==> config.mk <==
export PLATFORM = sky130hd
export DESIGN_NAME = graphic_manager
export DESIGN_NICKNAME = d
export VERILOG_FILES = /design/src/rtl/graphic_manager.sv
export SDC_FILE = /design/constraint.sdc
export NUM_CORES = 1
export LEC_CHECK = 0
export CAP_MARGIN = 20
export CORE_MARGIN = 2
export CORE_UTILIZATION = 55
export DETAILED_ROUTE_END_ITERATION = 7
export PLACE_DENSITY = 0.72
export SLEW_MARGIN = 20
export SYNTH_ARGS = -nofsm -noshare
export SYNTH_HDL_FRONTEND = slang
export SYNTH_SLANG_ARGS = --single-unit
==> constraint.sdc <==
create_clock -name clk -period 4.15 [get_ports clk]
set_input_delay 0.415 -clock clk [delete_from_list [all_inputs] [get_ports clk]]
set_output_delay 0.415 -clock clk [all_outputs]
set_load 0.02 [all_outputs]
==> src/rtl/graphic_manager.sv <==
// ILI9341 8080-16 write-only driver: power-up init plus single-pixel writes.
// Define CLEAR_ON_INIT_EN to black-fill the whole panel before initialized rises.
module graphic_manager #(
  parameter int RESET_LOW_CYCLES  = 500,
  parameter int RESET_WAIT_CYCLES = 250000,
  parameter int SLEEP_OUT_CYCLES  = 6000000
) (
  input  logic        clk,
  input  logic        reset,
  input  logic        en,
  input  logic [8:0]  pixel_col,
  input  logic [7:0]  pixel_row,
  input  logic        write_pixel,
  input  logic        bw_pixel_color,
  output logic        initialized,
  output logic        tft_rst,
  output logic        tft_csx,
  output logic        tft_dcx,
  output logic        tft_wrx,
  output logic        tft_rdx,
  output logic [15:0] tft_data
);

  localparam logic [2:0] S_RST_LOW  = 3'd0;
  localparam logic [2:0] S_RST_WAIT = 3'd1;
  localparam logic [2:0] S_XFER     = 3'd2;
  localparam logic [2:0] S_WAIT     = 3'd3;
  localparam logic [2:0] S_IDLE     = 3'd4;

  localparam logic [2:0] ST_SWRST  = 3'd0;
  localparam logic [2:0] ST_SLPOUT = 3'd1;
  localparam logic [2:0] ST_COLMOD = 3'd2;
  localparam logic [2:0] ST_MADCTL = 3'd3;
  localparam logic [2:0] ST_DISPON = 3'd4;
  localparam logic [2:0] ST_CLEAR  = 3'd5;
  localparam logic [2:0] ST_PIX    = 3'd6;

  localparam logic [16:0] PIX_LAST   = 17'd11;
  localparam logic [16:0] CLEAR_LAST = 17'd76810;

  logic [2:0]  r_state;
  logic [2:0]  r_step;
  logic [31:0] r_cnt;
  logic [31:0] r_wlen;
  logic [16:0] r_idx;
  logic        r_ph;

  logic        r_wp;
  logic        r_wp_d;
  logic [8:0]  r_in_col;
  logic [7:0]  r_in_row;
  logic        r_in_clr;
  logic [8:0]  r_col;
  logic [7:0]  r_row;
  logic        r_clr;

  logic        r_init;
  logic        r_rst;
  logic        r_csx;
  logic        r_dcx;
  logic        r_wrx;
  logic [15:0] r_data;

  logic [8:0]  w_cs;
  logic [8:0]  w_ce;
  logic [7:0]  w_rs;
  logic [7:0]  w_re;
  logic        w_pc;
  logic [16:0] w_win;
  logic [16:0] w_word;
  logic [16:0] w_last;
  logic [31:0] w_wlen;
  logic [2:0]  w_next;
  logic        w_xfer;
  logic        w_req;

  assign initialized = r_init;
  assign tft_rst     = r_rst;
  assign tft_csx     = r_csx;
  assign tft_dcx     = r_dcx;
  assign tft_wrx     = r_wrx;
  assign tft_rdx     = 1'b1;
  assign tft_data    = r_data;

  // Window/fill words: {dcx, data}; the clear fill reuses the pixel layout.
  always_comb begin
    w_cs = r_col;
    w_ce = r_col;
    w_rs = r_row;
    w_re = r_row;
    w_pc = r_clr;
    if (r_step == ST_CLEAR) begin
      w_cs = 9'd0;
      w_ce = 9'd319;
      w_rs = 8'd0;
      w_re = 8'd239;
      w_pc = 1'b0;
    end
    case (r_idx)
      17'd0:   w_win = {1'b0, 16'h002A};
      17'd1:   w_win = {1'b1, 15'd0, w_cs[8]};
      17'd2:   w_win = {1'b1, 8'h00, w_cs[7:0]};
      17'd3:   w_win = {1'b1, 15'd0, w_ce[8]};
      17'd4:   w_win = {1'b1, 8'h00, w_ce[7:0]};
      17'd5:   w_win = {1'b0, 16'h002B};
      17'd6:   w_win = {1'b1, 16'h0000};
      17'd7:   w_win = {1'b1, 8'h00, w_rs};
      17'd8:   w_win = {1'b1, 16'h0000};
      17'd9:   w_win = {1'b1, 8'h00, w_re};
      17'd10:  w_win = {1'b0, 16'h002C};
      default: w_win = {1'b1, {16{w_pc}}};
    endcase
  end

  always_comb begin
    w_word = w_win;
    w_last = PIX_LAST;
    w_wlen = 32'd1;
    w_next = S_WAIT;
    unique case (1'b1)
      r_step == ST_SWRST: begin
        w_word = {1'b0, 16'h0001};
        w_last = 17'd0;
        w_wlen = 32'(RESET_WAIT_CYCLES);
      end
      r_step == ST_SLPOUT: begin
        w_word = {1'b0, 16'h0011};
        w_last = 17'd0;
        w_wlen = 32'(SLEEP_OUT_CYCLES);
      end
      r_step == ST_COLMOD: begin
        w_word = r_idx[0] ? {1'b1, 16'h0055}
                          : {1'b0, 16'h003A};
        w_last = 17'd1;
      end
      r_step == ST_MADCTL: begin
        w_word = r_idx[0] ? {1'b1, 16'h0028}
                          : {1'b0, 16'h0036};
        w_last = 17'd1;
      end
      r_step == ST_DISPON: begin
        w_word = {1'b0, 16'h0029};
        w_last = 17'd0;
`ifdef CLEAR_ON_INIT_EN
        w_next = S_WAIT;
`else
        w_next = S_IDLE;
`endif
      end
      r_step == ST_CLEAR: begin
        w_last = CLEAR_LAST;
        w_next = S_IDLE;
      end
      default: w_next = S_IDLE;
    endcase
  end

  assign w_xfer = (r_state == S_XFER);
  assign w_req  = (r_state == S_IDLE) && r_init
               && r_wp && !r_wp_d
               && (r_in_col <= 9'd319)
               && (r_in_row <= 8'd239);

  always_ff @(posedge clk or negedge reset) begin
    if (!reset) begin
      r_state  <= S_RST_LOW;
      r_step   <= ST_SWRST;
      r_cnt    <= '0;
      r_wlen   <= 32'd1;
      r_idx    <= '0;
      r_ph     <= 1'b0;
      r_wp     <= 1'b0;
      r_wp_d   <= 1'b0;
      r_in_col <= '0;
      r_in_row <= '0;
      r_in_clr <= 1'b0;
      r_col    <= '0;
      r_row    <= '0;
      r_clr    <= 1'b0;
      r_init   <= 1'b0;
      r_rst    <= 1'b0;
      r_csx    <= 1'b1;
      r_dcx    <= 1'b1;
      r_wrx    <= 1'b1;
      r_data   <= '0;
    end else if (en) begin
      r_wp     <= write_pixel;
      r_wp_d   <= r_wp;
      r_in_col <= pixel_col;
      r_in_row <= pixel_row;
      r_in_clr <= bw_pixel_color;
      // Pins are a registered image of the current state and word.
      r_csx    <= !w_xfer;
      r_wrx    <= !(w_xfer && !r_ph);
      r_dcx    <= w_xfer ? w_word[16] : 1'b1;
      r_data   <= w_xfer ? w_word[15:0] : 16'h0000;
      r_init   <= r_init || (r_state == S_IDLE);
      unique case (r_state)
        S_RST_LOW: begin
          if (r_cnt == 32'(RESET_LOW_CYCLES - 1)) begin
            r_cnt   <= '0;
            r_rst   <= 1'b1;
            r_state <= S_RST_WAIT;
          end else begin
            r_cnt <= r_cnt + 32'd1;
          end
        end
        S_RST_WAIT: begin
          if (r_cnt == 32'(RESET_WAIT_CYCLES - 1)) begin
            r_cnt   <= '0;
            r_step  <= ST_SWRST;
            r_idx   <= '0;
            r_ph    <= 1'b0;
            r_state <= S_XFER;
          end else begin
            r_cnt <= r_cnt + 32'd1;
          end
        end
        S_XFER: begin
          r_ph <= !r_ph;
          if (r_ph) begin
            if (r_idx == w_last) begin
              r_idx   <= '0;
              r_cnt   <= '0;
              r_wlen  <= w_wlen;
              r_step  <= r_step + 3'd1;
              r_state <= w_next;
            end else begin
              r_idx <= r_idx + 17'd1;
            end
          end
        end
        S_WAIT: begin
          if (r_cnt == r_wlen - 32'd1) begin
            r_cnt   <= '0;
            r_state <= S_XFER;
          end else begin
            r_cnt <= r_cnt + 32'd1;
          end
        end
        S_IDLE: begin
          if (w_req) begin
            r_col   <= r_in_col;
            r_row   <= r_in_row;
            r_clr   <= r_in_clr;
            r_step  <= ST_PIX;
            r_idx   <= '0;
            r_ph    <= 1'b0;
            r_state <= S_XFER;
          end
        end
        default: r_state <= S_RST_LOW;
      endcase
    end
  end

endmodule

==> summary.txt <==
Status = complete, no violations
Vias in the first global route = 5796
X dimension of the die = 116 um
Post-synth EDFFs = 0
Tmin final = 3.45 ns
Register-to-register setup slack = 0.70 ns
Largest fanout of any net on the critical path = 28
Data arrival at the endpoint of the critical path = 3.66 ns
CP endpoint kind = flop
Setup repair after global routing missed its margin = false
Cell taking the most area after synthesis = sky130_fd_sc_hd__dfrtp_1
Clock Sink Count = 112
Proportion of register bits with asynchronous set or reset after synthesis = 1.00
Initial core utilization = 0.568
Total power = 0.00492 W
Power density normalized to cell area = 649 nW/um2
Synth area leaders = sky130_fd_sc_hd__dfrtp_1, sky130_fd_sc_hd__mux2_2, sky130_fd_sc_hd__nand2_1, sky130_fd_sc_hd__o211ai_1, sky130_fd_sc_hd__nor2_1
Number of antenna cells inserted = 0
Largest net degree at the start of global routing = 50
I/O pin count = 44
Library cell with the highest instance count after synthesis = sky130_fd_sc_hd__dfrtp_1
GRT Util Overall = 0.269
Synthesized netlist net count = 795
Area delta synth->final = 10.3%
Relative slew slack = 0.226
Slowest stage cell, crit path = sky130_fd_sc_hd__nor2_4
End of the worst register-to-register path = r_cnt[8]
Cell count along the critical path = 9
GRT overflow = 0
Final Hold Vio Count = 0
Slew of the pin with the lowest slew margin = 1.15 ns
Wire length of the first global-routing pass = 28600 um
DP Area = 7260 um2
Number of pins with negative max-slew slack in the final report = 0
Worst-case clock skew = 0.0101 ns
Flip-flop cell with the highest count after synthesis = sky130_fd_sc_hd__dfrtp_1
Post-route clock period utilization = 0.832
Fraction of final layout cells sized beyond drive strength 1 = 0.124
IR drop worst, VDD = 0.000456 V
Critical Path Source Type = flop
Reported leakage power = 3.15 nW
CP Cell Sequence = inv_1 > ha_1 > or3_1 > a221oi_1 > nand4_1 > nor4b_2 > a31oi_4 > nor2_4 > o221ai_1
Fmax = 290 MHz
Cell depth of the worst min-delay path = 2
Number of synthesized register bits = 112
Htree depth = 3
TritonCTS clock tree = done
PortBufs = 42
Final net count = 795
Full die area = 13400 um2
Post-synthesis sequential area ratio = 0.408
Gates resized, CTS repair = 0
Min-delay src = tft_wrx
Distinct cell type count after synthesis = 82
Half-perimeter wire length after placement = 12300 um
Crit path buf inv count = 1
Placeable core area = 12100 um2
Library cell used as clock root buffer = sky130_fd_sc_hd__clkbuf_16
Leading cell types by count after synthesis = sky130_fd_sc_hd__dfrtp_1, sky130_fd_sc_hd__nand2_1, sky130_fd_sc_hd__nor2_1
Crit-path leading delay family = simple AND/OR/NAND/NOR gates
Via count of the routed design = 5952
Final Instance Area = 7590 um2
Synthesized cell area = 6880 um2
Setup TNS after final layout = 0 ns
Count of max-cap constraint violations = 0
Total wire length = 17200 um
Max clock buf depth = 2
First-pass iteration count of the detailed router = 7
Per-instance average area after synthesis = 9.02 um2
Final-layout worst hold slack = 0.474 ns
Clock-pin slew reported for the worst setup and hold paths after clock tree synthesis = 0.08 ns
Cell Rows = 40
Vertical die dimension = 116 um
Critical Path RT = 4.36 ns
Final setup violation count = 0
Number of cell instances on the worst register-to-register path = 9
Detailed-route wire length per cell = 18.4 um
WHS Endpoint = tft_wrx
Number of design rule violations left after detail routing = 0
Antenna Nets Post-Route = 0
Delay of the slowest critical-path stage = 0.67 ns
Cts bufs inserted = 9
Number of vias per cell = 6.37
Class of the worst hold path = flop to flop
Drt initial violations = 505
Yosys warnings = 0
Number of antenna violations at the first check in global routing = 0
Layout Utilization = 0.626
Startpoint of the most critical register-to-register path = r_wlen[0]
Number of standard cells after synthesis = 762
GPL Wtd Cong = 0.907
Type of the worst setup path = flop to flop
Portion of synthesized cell area occupied by the leading cell type = 0.393
Insertion delay to the later sink of the worst-skew pair = 0.36 ns
[layout by cell type (no fill, tap or decap), drive strengths merged, types with 6 or more instances in the layout]
| cell type | count |
|---|---|
| a21oi | 21 |
| a31oi | 10 |
| and3 | 11 |
| buf | 9 |
| clkbuf | 10 |
| clkdlybuf4s50 | 41 |
| dfrtp | 108 |
| ha | 11 |
| inv | 32 |
| mux2 | 41 |
| nand2 | 86 |
| nand3 | 30 |
| nand4 | 23 |
| nor2 | 63 |
| nor2b | 8 |
| nor3 | 20 |
| nor4 | 17 |
| o211ai | 33 |
| o21ai | 38 |
| o22ai | 6 |
| o31ai | 6 |
| o32ai | 8 |
| or3 | 9 |
| or4 | 13 |
| xnor2 | 8 |
| xor2 | 8 |
[flip-flops by register name (all words and copies together), names as in the netlist, 3 cells and up]
signal / cells
r_cnt: 32
r_idx: 17
r_col: 9
r_in_col: 9
tft_data: 9
r_in_row: 8
r_row: 8
r_wlen: 4
r_state: 3
r_step: 3
[where the power goes]
group	switching, W	internal [W]	total (W)
Combinational	0.00128	0.000845	0.00213
Clock	0.000435	0.000486	0.000921
Sequential	0.000488	0.00138	0.00187
Total	0.00221	0.00271	0.00492
[logic make-up after synthesis]
family / count (synthesis) / share of synthesized area
simple gates: 312 / 0.239
compound gates: 173 / 0.177
flops: 112 / 0.408
buf+inv: 91 / 0.0599
mux: 46 / 0.0744
xor+xnor: 16 / 0.0204
fa+ha+maj: 11 / 0.0200
other cells: 1 / 0.000545
[cell type report]
class,count,area [um2]
fill,1039,4520
multi-input combinational,559,3660
sequential,112,2810
timing repair buffer,51,488
clock buffer,10,229
tap,168,210
inverter,29,109
clock inverter,6,86.3
[layer usage]
metal  up-vias  GRT usage  routed length (um)
met2       179      0.458                8680
met3        47     0.0549                 742
li1       2794          -                   -
met4         0      0.120                 590
met1      2932      0.332                7160
met5         -          0                   0
[metrics by stage]
stage,setup slack [ns],instances
detailed placement,0.673,918
finish,0.699,935
CTS,0.692,935
global route,0.316,935
floorplan,1.30,762
global placement,0.816,918
[worst reg2reg max path: stages (launching register included)]
cell and delay (ns):
sky130_fd_sc_hd__dfstp_2 0.58, sky130_fd_sc_hd__inv_1 0.07, sky130_fd_sc_hd__ha_1 0.25, sky130_fd_sc_hd__or3_1 0.38
sky130_fd_sc_hd__a221oi_1 0.30, sky130_fd_sc_hd__nand4_1 0.15, sky130_fd_sc_hd__nor4b_2 0.32, sky130_fd_sc_hd__a31oi_4 0.39
sky130_fd_sc_hd__nor2_4 0.68, sky130_fd_sc_hd__o221ai_1 0.20
[worst max-delay path by stage]
stage	startpoint	end	slack (ns)
global route	r_wlen[14]	r_cnt[6]	0.32
floorplan	r_step[2]	r_state[0]	1.30
finish	r_wlen[0]	r_cnt[8]	0.70
detailed placement	r_wlen[0]	r_cnt[9]	0.67
global placement	r_wlen[0]	r_cnt[8]	0.82
CTS	r_wlen[0]	r_cnt[8]	0.69
[what timing repair did]
action | in CTS | in global routing
hold buffers | 1 | 0
buffers inserted | 0 | 0
setup endpoints to repair | 0 | 0
hold endpoints to repair | 27 | 0
(Power assumes the default switching activity.)
